--- src/rtl/change_dispenser.sv ---
// change_dispenser: coin-return engine with an inactivity timeout and a
// per-denomination coin stock; dispenses the balance greedily, one coin
// per cycle, largest denomination first.
//
// Ports:
//   clk, reset_n       clock, synchronous active-low reset
//   i_input_coin       coin-inserted strobes (activity)
//   i_select_item      item-select strobes (activity)
//   i_trigger_return   explicit return request
//   i_balance          current customer balance
//   i_refill_coin      per-coin refill strobes (+1 stock each)
//   o_return_coin      one-hot coin being returned this cycle
//   o_return_value     value of the coin on o_return_coin, else 0
//   o_wait_time        remaining inactivity count
//   o_busy             high while loading / dispensing
//   o_done             one-cycle pulse at the end of a return
//   o_shortfall        amount left unreturned by the last return
//   o_stock            per-coin stock counters, packed like COIN_VALUES
module change_dispenser #(
   parameter int NUM_COINS  = 3,
   parameter int NUM_ITEMS  = 4,
   parameter int TOTAL_BITS = 31,
   parameter logic [NUM_COINS*TOTAL_BITS-1:0] COIN_VALUES =
      {TOTAL_BITS'(1000), TOTAL_BITS'(500), TOTAL_BITS'(100)},
   parameter int WAIT_TIME  = 100,
   parameter int STOCK_BITS = 8,
   parameter int STOCK_INIT = 8
) (
   input  logic                            clk,
   input  logic                            reset_n,
   input  logic [NUM_COINS-1:0]            i_input_coin,
   input  logic [NUM_ITEMS-1:0]            i_select_item,
   input  logic                            i_trigger_return,
   input  logic [TOTAL_BITS-1:0]           i_balance,
   input  logic [NUM_COINS-1:0]            i_refill_coin,
   output logic [NUM_COINS-1:0]            o_return_coin,
   output logic [TOTAL_BITS-1:0]           o_return_value,
   output logic [31:0]                     o_wait_time,
   output logic                            o_busy,
   output logic                            o_done,
   output logic [TOTAL_BITS-1:0]           o_shortfall,
   output logic [NUM_COINS*STOCK_BITS-1:0] o_stock
);

   localparam logic [31:0] WAIT_V = 32'(WAIT_TIME);

   localparam logic [STOCK_BITS-1:0] STOCK_INIT_V =
      STOCK_BITS'(STOCK_INIT);
   localparam logic [STOCK_BITS-1:0] STOCK_ONE = STOCK_BITS'(1);
   localparam logic [STOCK_BITS-1:0] STOCK_MAX = '1;

   typedef enum logic [1:0] {
      IDLE,
      LOAD,
      DISPENSE,
      DONE
   } state_t;

   state_t state_q;
   state_t state_d;

   logic                  armed_q;
   logic                  armed_d;
   logic [TOTAL_BITS-1:0] remaining_q;
   logic [TOTAL_BITS-1:0] remaining_d;

   logic [31:0]           wait_d;
   logic [NUM_COINS-1:0]  coin_d;
   logic [TOTAL_BITS-1:0] value_d;
   logic                  busy_d;
   logic                  done_d;
   logic [TOTAL_BITS-1:0] shortfall_d;

   logic [NUM_COINS-1:0][STOCK_BITS-1:0] stock_q;
   logic [NUM_COINS-1:0][STOCK_BITS-1:0] stock_d;

   logic [NUM_COINS-1:0]  pick_oh;
   logic [TOTAL_BITS-1:0] pick_val;
   logic                  pick_found;
   logic                  dispense;
   logic                  activity;
   logic                  timeout;

   assign activity = (|i_input_coin) || (|i_select_item);

   // Fires once per activity period: armed is cleared on entering LOAD.
   assign timeout = armed_q
                 && (o_wait_time == '0)
                 && (i_balance != '0);

   // Greedy pick: later (higher-valued) candidates override earlier ones.
   always_comb begin
      pick_oh  = '0;
      pick_val = '0;
      for (int i = 0; i < NUM_COINS; i++) begin
         if ((stock_q[i] != '0) &&
             (COIN_VALUES[i*TOTAL_BITS +: TOTAL_BITS] <= remaining_q)) begin
            pick_oh    = '0;
            pick_oh[i] = 1'b1;
            pick_val   = COIN_VALUES[i*TOTAL_BITS +: TOTAL_BITS];
         end
      end
   end

   assign pick_found = |pick_oh;

   assign dispense = (state_q == DISPENSE)
                  && pick_found
                  && (remaining_q != '0);

   // State register
   always_ff @(posedge clk) begin
      if (!reset_n) begin
         state_q <= IDLE;
      end else begin
         state_q <= state_d;
      end
   end

   // Next-state logic
   always_comb begin
      state_d = state_q;
      unique case (state_q)
         IDLE: begin
            if (i_trigger_return || timeout) begin
               state_d = LOAD;
            end
         end
         LOAD: begin
            state_d = DISPENSE;
         end
         DISPENSE: begin
            if (!dispense) begin
               state_d = DONE;
            end
         end
         DONE: begin
            state_d = IDLE;
         end
         default: begin
            state_d = IDLE;
         end
      endcase
   end

   // Output / datapath next values
   always_comb begin
      armed_d     = armed_q;
      remaining_d = remaining_q;
      wait_d      = WAIT_V;
      coin_d      = '0;
      value_d     = '0;
      busy_d      = (state_d == LOAD) || (state_d == DISPENSE);
      done_d      = 1'b0;
      shortfall_d = o_shortfall;
      unique case (state_q)
         IDLE: begin
            if (state_d == LOAD) begin
               armed_d = 1'b0;
            end else if (activity) begin
               armed_d = 1'b1;
            end
            if ((state_d == LOAD) || activity) begin
               wait_d = WAIT_V;
            end else if (o_wait_time != '0) begin
               wait_d = o_wait_time - 32'd1;
            end else begin
               wait_d = '0;
            end
         end
         LOAD: begin
            remaining_d = i_balance;
         end
         DISPENSE: begin
            if (dispense) begin
               coin_d      = pick_oh;
               value_d     = pick_val;
               remaining_d = remaining_q - pick_val;
            end else begin
               done_d      = 1'b1;
               shortfall_d = remaining_q;
            end
         end
         DONE: begin
            wait_d = WAIT_V;
         end
         default: begin
            wait_d = WAIT_V;
         end
      endcase
   end

   // Stock: refill and dispense of the same coin cancel out.
   always_comb begin
      for (int i = 0; i < NUM_COINS; i++) begin
         stock_d[i] = stock_q[i];
         if (i_refill_coin[i] && !coin_d[i]) begin
            if (stock_q[i] != STOCK_MAX) begin
               stock_d[i] = stock_q[i] + STOCK_ONE;
            end
         end else if (!i_refill_coin[i] && coin_d[i]) begin
            stock_d[i] = stock_q[i] - STOCK_ONE;
         end
      end
   end

   // Output and datapath registers
   always_ff @(posedge clk) begin
      if (!reset_n) begin
         armed_q        <= 1'b0;
         remaining_q    <= '0;
         o_return_coin  <= '0;
         o_return_value <= '0;
         o_wait_time    <= WAIT_V;
         o_busy         <= 1'b0;
         o_done         <= 1'b0;
         o_shortfall    <= '0;
         stock_q        <= {NUM_COINS{STOCK_INIT_V}};
      end else begin
         armed_q        <= armed_d;
         remaining_q    <= remaining_d;
         o_return_coin  <= coin_d;
         o_return_value <= value_d;
         o_wait_time    <= wait_d;
         o_busy         <= busy_d;
         o_done         <= done_d;
         o_shortfall    <= shortfall_d;
         stock_q        <= stock_d;
      end
   end

   assign o_stock = stock_q;

endmodule

--- config.mk ---
export PLATFORM = sky130hd
export DESIGN_NAME = change_dispenser
export DESIGN_NICKNAME = d
export VERILOG_FILES = /design/src/rtl/change_dispenser.sv
export SDC_FILE = /design/constraint.sdc
export NUM_CORES = 1
export LEC_CHECK = 0
export CAP_MARGIN = 0
export CORE_ASPECT_RATIO = 1.4
export CORE_MARGIN = 2
export CORE_UTILIZATION = 50
export DETAILED_ROUTE_END_ITERATION = 12
export PLACE_DENSITY = 0.79
export SYNTH_ARGS = -nofsm -noshare
export SYNTH_HDL_FRONTEND = slang
export SYNTH_SLANG_ARGS = --single-unit
export TNS_END_PERCENT = 1
--- constraint.sdc ---
create_clock -name clk -period 6.2 [get_ports clk]
set_input_delay 1.86 -clock clk [delete_from_list [all_inputs] [get_ports clk]]
set_output_delay 1.86 -clock clk [all_outputs]
set_load 0.01 [all_outputs]
======== Yosys cells after proc, flatten, opt, wreduce, memory -nomap -nowiden ========
Index checks and enable logic that the tools add are counted.
cells by class
  add/sub/neg operators ................... 8
  order comparisons ....................... 3
  equal/unequal tests ..................... 12
  muxes and demuxes ....................... 26
  bitwise operators ....................... 4
  reduce and logical (&&, ||, !) cells .... 49
operators with widths
  cell                                                  count
  two-way mux 31 bit                                    3
  two-way mux 8 bit                                     9
  one-hot mux 31 bit (2 select lines)                   1
  nonzero test 31 bit                                   2
  logical NOT 32 bit                                    1
  nonzero test 32 bit                                   1
  subtractor 32 x 1 -> 32 bit, second input constant    1
  <= comparator 10 x 31 -> 1 bit, first input constant  1
  <= comparator 7 x 31 -> 1 bit, first input constant   1
  <= comparator 9 x 31 -> 1 bit, first input constant   1
  subtractor 31 bit                                     1
  adder 8 x 1 -> 8 bit, second input constant           3
  inequality test 8 bit, second input constant          3
  nonzero test 8 bit                                    3
  subtractor 8 x 1 -> 8 bit, second input constant      3
  two-way mux 7 bit                                     2
  AND reduction 2 bit                                   7
  logical AND 1 bit                                     13
  two-way mux 3 bit                                     4
  nonzero test 2 bit                                    5
  OR reduction 3 bit                                    3
  one-hot mux 2 bit (4 select lines)                    1
  OR reduction 4 bit                                    2
  == test 2 bit, second input constant                  3
  10 further kinds                                      28
storage, ports and cells
  flip-flop bits (word level) ............. 157
  input port bits ......................... 44
  word-level logic and storage cells ...... 115

======== Logic depth before layout (Yosys ltp) ========
Gate-level depths: netlist of run 1.
  depth after elaboration ................. 14
  depth in mapped cells ................... 18

======== Worst setup path before layout of run 1 ========
OpenSTA, ideal clock, no wires.
  path type ............................... register -> register
  start ................................... register remaining_q[10]
  end ..................................... register remaining_q[18]
  arrival time ............................ 4.711 ns
  setup slack ............................. 1.372 ns
  stages on the path, launching flop included .. 19
  buffers on the path ..................... 2
  clock period less this slack ............ 4.828 ns
  cell sequence ........................... dfxtp_1 > buf_6 > or4_4 > nor2_2 > nand3_1 > o41ai_2 > buf_2 > a21boi_0 > ha_1 > inv_1 > fa_1 > a211oi_1 > nor2_1 > or4_1 > a31o_2 > or4_1 > o311a_1 > nor3_1 > nor2_1
RTL lines
  item                                     RTL line  RTL
  start, declared                          64        logic [TOTAL_BITS-1:0] remaining_q;
  start signal, assigned                   221       remaining_q <= remaining_d;
  <= comparator 7 x 31 -> 1 bit            97        (COIN_VALUES[i*TOTAL_BITS +: TOTAL_BITS] <= remaining_q)) begin
  logical AND 1 bit                        96        if ((stock_q[i] != '0) &&
  two-way mux 7 bit                        96
  two-way mux 31 bit                       96
  two-way mux 31 bit (*)                   96
  via pick_val[2]                          78        logic [TOTAL_BITS-1:0] pick_val;
  subtractor 31 bit (*)                    178       remaining_d = remaining_q - pick_val;
  two-way mux 31 bit (*)                   175       if (dispense) begin
  one-hot mux 31 bit (2 select lines) (*)  156       unique case (state_q)
Mark *: on every way through the listed nets, which the timed path passes. The rest lies on a longest branch. The select of a mux whose other input is x is not followed.
A chain may end at the register's enable or synchronous reset.

======== Final worst setup path of run 1 ========
  start ................................... register remaining_q[15]
  end ..................................... register stock_q, in the netlist o_stock[15]
on the way
  cells in the longest elaborated chain, start to end .. 14
RTL lines
  item                                                                                   RTL line  RTL
  <= comparator 7 x 31 -> 1 bit                                                          97
  logical AND 1 bit                                                                      96
  two-way mux 1 bit                                                                      96
  two-way mux 3 bit (2 in a row)                                                         96
  OR reduction 3 bit                                                                     105       assign pick_found = |pick_oh;
  logical AND 1 bit                                                                      108       && pick_found
  logical AND 1 bit                                                                      109       && (remaining_q != '0);
  two-way mux 3 bit (*)                                                                  175
  two-way mux 3 bit (*)                                                                  156
  logical NOT 1 bit                                                                      197       if (i_refill_coin[i] && !coin_d[i]) begin
  logical AND 1 bit                                                                      197
  inequality test 2 x 1 -> 1 bit (no source line) or nonzero test 2 bit (tied branches)  n/a
  AND reduction 2 bit (no source line)                                                   n/a
  end signal, assigned                                                                   218       stock_q <= {NUM_COINS{STOCK_INIT_V}};
  end signal, assigned                                                                   228       stock_q <= stock_d;
  end, declared                                                                          74        logic [NUM_COINS-1:0][STOCK_BITS-1:0] stock_q;
Every way passes the cells marked *; elsewhere a longest branch is shown, timed or not.

==> results of run 1 <==
-- per-stage QoR --
| stage | setup WS (ns) | util | cells | hold slack, ns |
|---|---|---|---|---|
| after floorplan | 1.37 | - | 910 | 0.445 |
| after global placement | 1.09 | 0.609 | 1182 | 0.453 |
| after global routing | 0.707 | 0.653 | 1214 | 0.491 |
| after detailed placement | 1.05 | 0.609 | 1182 | 0.461 |
| final | 1.13 | 0.653 | 1214 | 0.466 |
| after CTS | 1.18 | 0.653 | 1214 | 0.474 |
-- layer usage --
metal	routed length, um	GRT usage	vias to the layer above
met4	740	0.114	0
met1	8090	0.303	3245
met5	0	0	-
met3	1270	0.0652	57
met2	9900	0.453	289
li1	-	-	3427
-- layout make-up --
type | count | area (um^2)
fill | 1227 | 4990
multi-input combinational | 688 | 4300
sequential | 131 | 2620
timing repair buffer | 157 | 1530
clock buffer | 18 | 439
tap | 189 | 236
clock inverter | 14 | 191
inverter | 17 | 63.8
-- placed cells by master (no fill, tap or decap), drive strengths merged, types with 12 or more instances in the layout --
| master | count |
|---|---|
| a21o | 13 |
| a21oi | 27 |
| buf | 15 |
| clkbuf | 18 |
| clkdlybuf4s50 | 142 |
| conb | 23 |
| dfxtp | 131 |
| ha | 32 |
| inv | 21 |
| nand2 | 83 |
| nand3 | 58 |
| nand4 | 13 |
| nor2 | 91 |
| nor3 | 35 |
| nor4 | 24 |
| o21ai | 75 |
| or4 | 12 |
| xnor2 | 34 |
| xor2 | 15 |
-- cell families after synthesis --
logic type,Yosys count,share of synthesized area
AND/OR/NAND/NOR,368,0.251
other,1,0.000514
buffers and inverters,91,0.0637
multiplexers,17,0.0244
adder cells (fa/ha/maj),36,0.0659
XOR/XNOR,49,0.0589
AO/OA/AOI/OAI,195,0.175
flip-flops,131,0.360
-- where the power goes --
group | switching, mW | internal [mW]
Combinational | 1.09 | 0.783
Sequential | 0.224 | 1.02
Clock | 0.413 | 0.657
Total | 1.72 | 2.46
-- state kept, by name, indices dropped and copies added, names as in the netlist, 2 cells and up --
| register | cells |
|---|---|
| state_q | 2 |
| o_shortfall | 31 |
| o_wait_time | 32 |
| o_return_coin | 3 |
| remaining_q | 31 |
| o_return_value | 5 |
| o_stock | 24 |
-- path summary, 6_finish.rpt --
check	end	slack (ns)	depth (start not counted)
setup / recovery	o_stock[15]	1.13	15
hold / removal	o_wait_time[0]	0.47	1
setup reg to reg	o_stock[15]	1.13	15
hold reg to reg	o_wait_time[0]	0.47	1
-- worst max-delay path, delay by kind of cell, from the launching register on --
kind | cells | cell delay [ns]
fa+ha+maj | 1 | 0.37
flops | 1 | 0.36
mux | 2 | 0.48
compound gates | 7 | 2.12
simple gates | 4 | 1.37
buf+inv | 1 | 0.26
==> impl_summary.txt, run 1 <==
----------------------------------------------------
[Setup path]
  Cell Chain, Critical Path ... nor4_1 -> nand3_1 -> o41ai_2 -> buf_4 -> nand2b_1 -> o21ai_0 -> ha_1 -> a21o_1 -> a21oi_1 -> nor2_1 -> a211oi_1 -> o21bai_1 -> a21oi_1 -> mux2_2 -> mux2i_1
  Worst path required time ... 6.51 ns
  Crit Path Class ... register to register
  Library cell appearing most often on the critical path ... sky130_fd_sc_hd__a21oi_1
  CP startpoint kind ... register
  Slowest cell delay on critical path ... 0.78 ns
  Origin of the worst setup path ... remaining_q[15]
  Startpoint of the worst-slack reg-to-reg timing path ... remaining_q[15]
  Biggest fanout along the worst timing path ... 13
  Endpoint class of the critical path ... register
  Critical path's slowest cell ... sky130_fd_sc_hd__nor4_1
  Critical path arrival ... 5.38 ns

[Yosys]
  Area share of the largest cell type after synthesis ... 0.360
  Number of standard cells after synthesis ... 888
  Number of synthesized flops with an enable pin ... 0
  Async S/R FF share, synth ... 0
  Seq/Total Area, Yosys ... 0.360
  Top-count cell post-synth ... sky130_fd_sc_hd__dfxtp_1
  Total of warnings raised by yosys ... 0
  List of most frequent post-synthesis cells ... sky130_fd_sc_hd__dfxtp_1, sky130_fd_sc_hd__nor2_1, sky130_fd_sc_hd__nand2_1
  Synthesized flop and latch total ... 131
  Post-synth top flop ... sky130_fd_sc_hd__dfxtp_1
  Library cell with the largest summed area after synthesis ... sky130_fd_sc_hd__dfxtp_1
  Main area contributors after synthesis ... sky130_fd_sc_hd__dfxtp_1, sky130_fd_sc_hd__ha_1, sky130_fd_sc_hd__nor2_1
  Synth Area per Inst ... 8.21 um^2
  Count of different cell masters after synthesis ... 74
  Area of the mapped netlist ... 7290 um^2

[Power and ir drop]
  Largest vdd supply drop ... 0.262 mV
  Static leakage power ... 3.53 nW
  Total Power Consumption ... 4.18 mW
  Power density over the cells ... 445 nW/um^2

[Detailed routing]
  Remaining DRCs ... 0
  Initial DRT Pass Iterations ... 5
  Total wirelength of the detailed-routed design ... 20.0 mm
  Detailed Route Iter0 Violations ... 369
  Antenna-violating nets left ... 0
  Routed vias/inst ... 5.78
  Via count ... 7,018
  Routed wirelength normalized by instance count ... 16.5 um

[Flow run]
  Number of max-cap violations ... 0

[Clock network]
  Number of clock sinks ... 131
  TritonCTS Buffers ... 17
  CTS tree ... built
  Clock latency on the worst-skew pair ... 0.42 ns
  Cells resized by post-CTS repair ... 0
  Postcts setup bufs ... 0
  Root buffer cell ... sky130_fd_sc_hd__clkbuf_16
  Clk slew on worst S/H paths ... 0.07 ns
  Number of buffers added to fix hold violations after cts ... 0
  H-tree depth ... 4
  Max Root-Sink Buffers ... 2

[Global route]
  Antenna violations before repair ... 0
  Grt ovf ... 0
  Pin count of the biggest net entering global routing ... 94
  Aggregate global-route resource usage ... 0.261
  Number of global-route vias before repair ... 6,784
  Global-route wire length before repair ... 32.9 mm

[Placement]
  DP Wirelength ... 14.0 mm
  Port buffer count ... 143
  Routability-driven placement congestion ratio ... 0.918
  Placed inst area ... 8750 um^2

[Floorplan]
  Horizontal extent of the die ... 106 um
  Initial standard-cell utilization of the core ... 0.507
  Die Footprint ... 15,600 um^2
  Cell Rows ... 52
  Total I/O pin count ... 167
  Total core area ... 14,400 um^2
  Height of the die ... 147 um

[Timing]
  Crit path time final ... 5.07 ns
  Worst clock skew ... 0.00959 ns
  Count of endpoints failing hold in the final timing report ... 0
  Transition time of the tightest slew-check pin ... 1.07 ns
  Number of max-slew violations in the final report ... 0
  Max-slew headroom ... 0.265
  Crit share post-route ... 0.818
  Setup-failing EPs final ... 0
  RSZ-0062 raised after global routing ... false
  Maximum clock frequency ... 197 MHz
  Total negative setup slack ... 0 ns

[Final layout]
  Proportion of layout cells with a drive suffix above 1 ... 0.0673
  Fin nets ... 1,092
  Layout area overhead ... 28.7%
  Antenna diode instance count ... 0
  Final standard cell area without fillers ... 9380 um^2

[Worst hold path]
  Type of the most critical hold path ... register to register
  Hold Path Origin ... o_wait_time[0]

[Outcome]
  Outcome ... finished clean

----------------------------------------------------
Power figures use the tool's default switching activity.
==> run 2, diff against run 1 <==
==> constraint.sdc (replaced) <==
create_clock -name clk -period 5.3 [get_ports clk]
set_input_delay 1.59 -clock clk [delete_from_list [all_inputs] [get_ports clk]]
set_output_delay 1.59 -clock clk [all_outputs]
set_load 0.01 [all_outputs]
==> impl_summary.txt, run 2 (synthesis results as in run 1) <==
----------------------------------------------------
[Power and ir drop]
  Largest vdd supply drop ... 0.261 mV (-0.26%)
  Static leakage power ... 3.49 nW (-1.1%)
  Total Power Consumption ... 4.74 mW (+13%)
  Power density over the cells ... 508 nW/um^2 (+14%)

[Final layout]
  Most common library cell in the layout ignoring fill and taps ... sky130_fd_sc_hd__clkdlybuf4s50_1
  Total area of multi-input combinational cells ... 4300 um^2 (+0.12%)
  Reg with most FFs ... o_wait_time
  Proportion of layout cells with a drive suffix above 1 ... 0.0682 (+0.000909)
  Footprint of the flip-flops and latches ... 2620 um^2 (unchanged)
  Commonest non-fill, non-tap cells in the layout ... sky130_fd_sc_hd__clkdlybuf4s50_1, sky130_fd_sc_hd__dfxtp_1, sky130_fd_sc_hd__nor2_1
  Number of fillers in the final layout ... 1,281 (+4.4%)
  Final standard cell area without fillers ... 9320 um^2 (-0.64%)
  Largest registers ... o_wait_time: 32 flops, o_shortfall: 31 flops, remaining_q: 31 flops
  Largest register FFs ... 32 (unchanged)
  Share of the core filled with cells in the final layout ... 0.648 (-0.00418)
  Fin nets ... 1,093 (+0.092%)
  Antenna diode instance count ... 0 (unchanged)
  Layout area overhead ... 27.9%

[Timing]
  Maximum clock frequency ... 201 MHz (+1.8%)
  Max-slew headroom ... 0.383 (+0.118)
  Setup-failing EPs final ... 0 (unchanged)
  Worst clock skew ... 0.00978 ns (+0.000190 ns)
  Number of max-slew violations in the final report ... 0 (unchanged)
  Crit share post-route ... 0.939 (+0.122)
  Crit path time final ... 4.98 ns (-0.0921 ns)
  Total negative setup slack ... 0 ns (unchanged)
  RSZ-0062 raised after global routing ... false
  Transition time of the tightest slew-check pin ... 0.923 ns (-0.149 ns)
  Count of endpoints failing hold in the final timing report ... 0 (unchanged)
  Worst-case setup margin in the final layout ... 0.321 ns (-0.808 ns)

[Global route]
  Global-route wire length before repair ... 31.8 mm (-3.4%)
  Aggregate global-route resource usage ... 0.253 (-0.00824)
  Antenna violations before repair ... 0 (unchanged)
  Grt ovf ... 0 (unchanged)
  Number of global-route vias before repair ... 6,543 (-3.6%)
  Pin count of the biggest net entering global routing ... 62 (-34%)

[Clock network]
  TritonCTS Buffers ... 17 (unchanged)
  Max Root-Sink Buffers ... 2 (unchanged)
  Clock latency on the worst-skew pair ... 0.42 ns (about the same)
  Number of clock sinks ... 131 (unchanged)
  H-tree depth ... 4 (unchanged)
  Clk slew on worst S/H paths ... 0.06 ns (about the same)
  CTS tree ... built
  Root buffer cell ... sky130_fd_sc_hd__clkbuf_16

[Floorplan]
  Die Footprint ... 15,600 um^2 (unchanged)
  Height of the die ... 147 um (unchanged)
  Horizontal extent of the die ... 106 um (unchanged)
  Initial standard-cell utilization of the core ... 0.507 (unchanged)
  Total core area ... 14,400 um^2 (unchanged)
  Cell Rows ... 52 (unchanged)
  Total I/O pin count ... 167 (unchanged)

[Detailed routing]
  Routed vias/inst ... 5.77 (-0.18%)
  Routed wirelength normalized by instance count ... 16.0 um (-3.0%)
  Antenna-violating nets left ... 0 (unchanged)
  Via count ... 7,011 (-0.10%)
  Detailed Route Iter0 Violations ... 399 (+8.1%)
  Initial DRT Pass Iterations ... 6 (+1)
  Remaining DRCs ... 0 (unchanged)
  Total wirelength of the detailed-routed design ... 19.4 mm (-2.9%)

[Placement]
  Placed inst area ... 8760 um^2 (about the same)
  DP Wirelength ... 14.0 mm (-0.14%)
  Worst-case setup slack after placement ... 0.404 ns (-0.644 ns)
  Port buffer count ... 143 (unchanged)
  Routability-driven placement congestion ratio ... 0.929 (+1.1%)

[Worst hold path]
  Type of the most critical hold path ... register to register
  Hold Path Origin ... o_shortfall[17]

[Setup path]
  Startpoint of the worst-slack reg-to-reg timing path ... remaining_q[10]
  Endpoint class of the critical path ... register
  Biggest fanout along the worst timing path ... 10 (-3)
  Cell Chain, Critical Path ... or4_4 -> nor2_2 -> nand3_1 -> o41ai_2 -> a21boi_0 -> ha_1 -> inv_1 -> fa_1 -> a211oi_1 -> nor2_1 -> or4_1 -> a31o_2 -> or4_1 -> o311a_1 -> nor3_1 -> nor2_1
  Crit Path Class ... register to register
  Origin of the worst setup path ... remaining_q[10]
  CP startpoint kind ... register
  Critical path arrival ... 5.28 ns (-0.10 ns)
  Slowest cell delay on critical path ... 0.58 ns (-0.20 ns)
  Critical path's slowest cell ... sky130_fd_sc_hd__or4_4
  Worst path required time ... 5.60 ns (-0.91 ns)

[Flow run]
  Number of max-cap violations ... 0 (unchanged)

[Outcome]
  Outcome ... finished clean

----------------------------------------------------
run 2: cell count changes in the layout (fill, tap and decap cells not counted), sizes merged:
cell / change
bufinv: -2
inv: -3
buf: +1
clkinvlp: +3
clkinv: +2
run 2: final timing paths:
check	slack [ns]	cells after the start	endpoint
worst max-delay path	0.32	16	remaining_q[18]
worst min register to register	0.47	2	o_shortfall[17]
worst min-delay path	0.47	2	o_shortfall[17]
worst max register to register	0.32	16	remaining_q[18]
run 2: what timing repair did:
action                                  CTS  global route
buffers inserted                          0             0
hold buffers                              0             0
endpoints found under the setup margin    0             1
resized for setup                         0             1
run 2: power by group:
part | switching (mW) | leakage, nW | internal (mW)
clock | 0.460 | 0.267 | 0.648
combinational | 1.26 | 2.15 | 0.926
sequential | 0.258 | 1.07 | 1.19
total | 1.98 | 3.49 | 2.76
run 2: layer usage:
| metal | wire, um | vias up | global-route usage |
|---|---|---|---|
| met5 | 0 | - | 0 |
| met4 | 684 | 0 | 0.116 |
| met3 | 1240 | 57 | 0.0599 |
| met2 | 9690 | 271 | 0.438 |
| met1 | 7810 | 3265 | 0.293 |
| li1 | - | 3418 | - |
run 2: final cells by class:
cell class / count / area share
repair buffers: 158 / 0.165
well taps: 189 / 0.0254
multi-input cells: 688 / 0.461
flip-flops and latches: 131 / 0.281
clock buffers: 18 / 0.0460
inverters: 17 / 0.00684
clock inverters: 14 / 0.0138
run 2: per-stage QoR:
step | instances | hold WS [ns]
6_report | 1215 | 0.467
5_1_grt | 1215 | 0.489
4_1_cts | 1215 | 0.472
3_5_place_dp | 1183 | 0.463
3_3_place_gp | 1183 | 0.454
2_1_floorplan | 910 | 0.445
run 2: critical path: cells and delay by family, from the launching register on:
kind / cells / cell delay (ns)
compound gates: 5 / 1.50
fa+ha+maj: 2 / 0.63
flops: 1 / 0.39
simple gates: 8 / 2.31
buf+inv: 1 / 0.05
==> run 3, diff against run 2 <==
--- a/config.mk
+++ b/config.mk
@@ -11,6 +11,7 @@
 export CORE_UTILIZATION = 50
 export DETAILED_ROUTE_END_ITERATION = 12
 export PLACE_DENSITY = 0.79
+export SKIP_CTS_REPAIR_TIMING = 1
 export SYNTH_ARGS = -nofsm -noshare
 export SYNTH_HDL_FRONTEND = slang
 export SYNTH_SLANG_ARGS = --single-unit
==> results of run 3 <==
Same layout as run 2: the final DEF is identical, and so are final timing and power.
==> patch (config.mk and constraints of run 3) <==
The 4 states of `state_t` get a one-hot encoding in 4 bits.
--- a/src/rtl/change_dispenser.sv
+++ b/src/rtl/change_dispenser.sv
@@ -49,11 +49,11 @@
    localparam logic [STOCK_BITS-1:0] STOCK_ONE = STOCK_BITS'(1);
    localparam logic [STOCK_BITS-1:0] STOCK_MAX = '1;
 
-   typedef enum logic [1:0] {
-      IDLE,
-      LOAD,
-      DISPENSE,
-      DONE
+   typedef enum logic [3:0] {
+      IDLE     = 4'b0001,
+      LOAD     = 4'b0010,
+      DISPENSE = 4'b0100,
+      DONE     = 4'b1000
    } state_t;
 
    state_t state_q;
Check against the original RTL: no difference found for any inputs over 4 cycles, from zero or initial values and one cycle with reset_n low; so few cycles prove little.
==> patch against run 3 <==
  * Die area is 0.66% lower
  * Area after synthesis shrank 0.69%
  * Routed wire length shrank 3.4%
  * Final area fell by 0.47%
  * Largest cell class unchanged
  * Sequential share of layout area rose by 0.56 points
  * First-iteration DRC count rose by 15%
  * Synthesized cell count fell by 1.4%
  * Non-clock buffer count decreased by 10
  * Worst setup slack gained 480 ps
  * Sequential cell count increased by 2
Power is not compared: it rests on default switching activity, and its combinational part moved more than twofold at a synthesized area within 25%.
==> patch: results (changes against run 3) <==
[outcome]
run_status=completed

[drt]
viasPerCell=5.79  ; +0.38%
wirelength_um=18800  ; -3.4%
drt_iter0_drc=459  ; +15%

[global_route]
grt_use_met1=0.303  ; +0.0108
grt_pass1_vias=6382  ; -2.5%
antenna_found_initial=0  ; unchanged
grt_pass1_wl_um=31000  ; -2.5%
met3_usage=0.0438  ; -0.0161
track_usage=0.243  ; -0.00977
grt_max_degree=65  ; +4.8%
gr-usage-met2=0.413  ; -0.0252

[layout]
reg_top3=o_wait_time x32, o_shortfall x31, remaining_q x31
num-fill-cells=1219  ; -4.8%
fin_nets=1068  ; -2.3%
n_antenna_cell=0  ; unchanged
drive_above_1_share=0.0597  ; -0.00852

[critical_path]
critical_path.top_delay_family=compound AO/OA/AOI/OAI gates
critical-path-slowest-cell=o31ai_1
worst-path-max-fanout=7  ; -3
cp.arrival_ps=4850  ; -430 ps
worst_path_largest_cell_delay_ps=840  ; +260 ps

[pwr]
peakVddDrop_uv=187
p_leak_nw=3.50

[clocking]
cts_max_level=4  ; unchanged
cts_buffers=17  ; unchanged
max-clock-path-buffers=2  ; unchanged
clk_pin_slew_worst_paths_ps=60  ; about the same
root_buffer=clkbuf_16

[sta]
slew_headroom=0.290  ; -0.0934
finalSetupTns_ps=0  ; unchanged
skew_ps=10.3  ; +0.537 ps

[placed_design]
port_buffers=143  ; unchanged
place_congestion=0.914  ; -1.6%
dp_hpwl_um=13200  ; -6.1%

[yosys]
ys_top_cells_by_count=dfxtp_1 (133), nand2_1 (93), nor2_1 (86)
yosysWarnings=0  ; unchanged
ys_seq_area_frac=0.368  ; +0.00802
ys_async_sr_fraction=0  ; unchanged
yosysUniqueCellTypes=66  ; -11%
synth.area.top_cells=dfxtp_1 (37%), xnor2_1 (5.0%), nand2_1 (4.8%), ha_1 (4.7%), nor2_1 (4.5%)

==> patch: cell types whose count changed in the layout (fill, tap and decap cells not counted), sizes merged, moves of 7 or more <==
cell,delta
nand3,-9
nand2,+11
o22ai,+9
buf,-10
o21ai,-10
xor2,-9
xnor2,+7
a21oi,+15
o32ai,+7
==> patch: power breakdown <==
group	internal, mW	switching [mW]	leakage (nW)
clock	0.838	0.460	0.307
sequential	1.04	0.0547	1.08
combinational	0.326	0.396	2.12
total	2.20	0.910	3.50
==> patch: through the flow <==
stage               area [um^2]  power [mW]  hold WS, ps  setup slack [ps]  cells
global placement           8630        1.81          443              1100   1163
detailed placement         8630        1.82          449               940   1163
floorplan                  7320        1.63          454              1450    898
CTS                        9280        3.13          457               833   1194
finish                     9280        3.11          454               796   1194
global route               9280        3.27          472               505   1194
==> patch: cell type report <==
type                            count  area, um^2  area share
Multi-Input combinational cell    676        4200       0.453
Timing Repair Buffer              148        1470       0.158
Clock inverter                     14         225      0.0243
Clock buffer                       17         425      0.0458
Inverter                           17        63.8     0.00688
Tap cell                          189         236      0.0255
Sequential cell                   133        2660       0.287
==> patch: routing by layer <==
layer  up-vias  routed length [um]
li1       3375                   -
met3        44                1050
met5         -                   0
met4         0                 412
met2       270                9300
met1      3227                7990
==> patch: final timing paths <==
path	start	end	slack [ps]	depth (start not counted)
worst max-delay path	remaining_q[18]	o_stock[7]	800	12
worst min-delay path	o_shortfall[6]	o_shortfall[6]	450	2
worst max register to register	remaining_q[18]	o_stock[7]	800	12
worst min register to register	o_shortfall[6]	o_shortfall[6]	450	2
==> patch: cell families (layout without fill, tap and decap cells) <==
| family | Yosys count | in the layout | synth area share |
|---|---|---|---|
| xor+xnor | 47 | 47 | 0.0569 |
| compound gates | 205 | 205 | 0.182 |
| simple gates | 356 | 356 | 0.251 |
| other cells | 1 | 23 | 0.000518 |
| buf+inv | 89 | 196 | 0.0650 |
| flops | 133 | 133 | 0.368 |
| mux | 14 | 14 | 0.0194 |
| fa+ha+maj | 31 | 31 | 0.0577 |
==> patch: tightest hold or removal path: cells and delay by family, from the launching register on <==
family / cells / cell delay, ps
flip-flops: 1 / 310
AND/OR/NAND/NOR: 1 / 50
AO/OA/AOI/OAI: 1 / 50
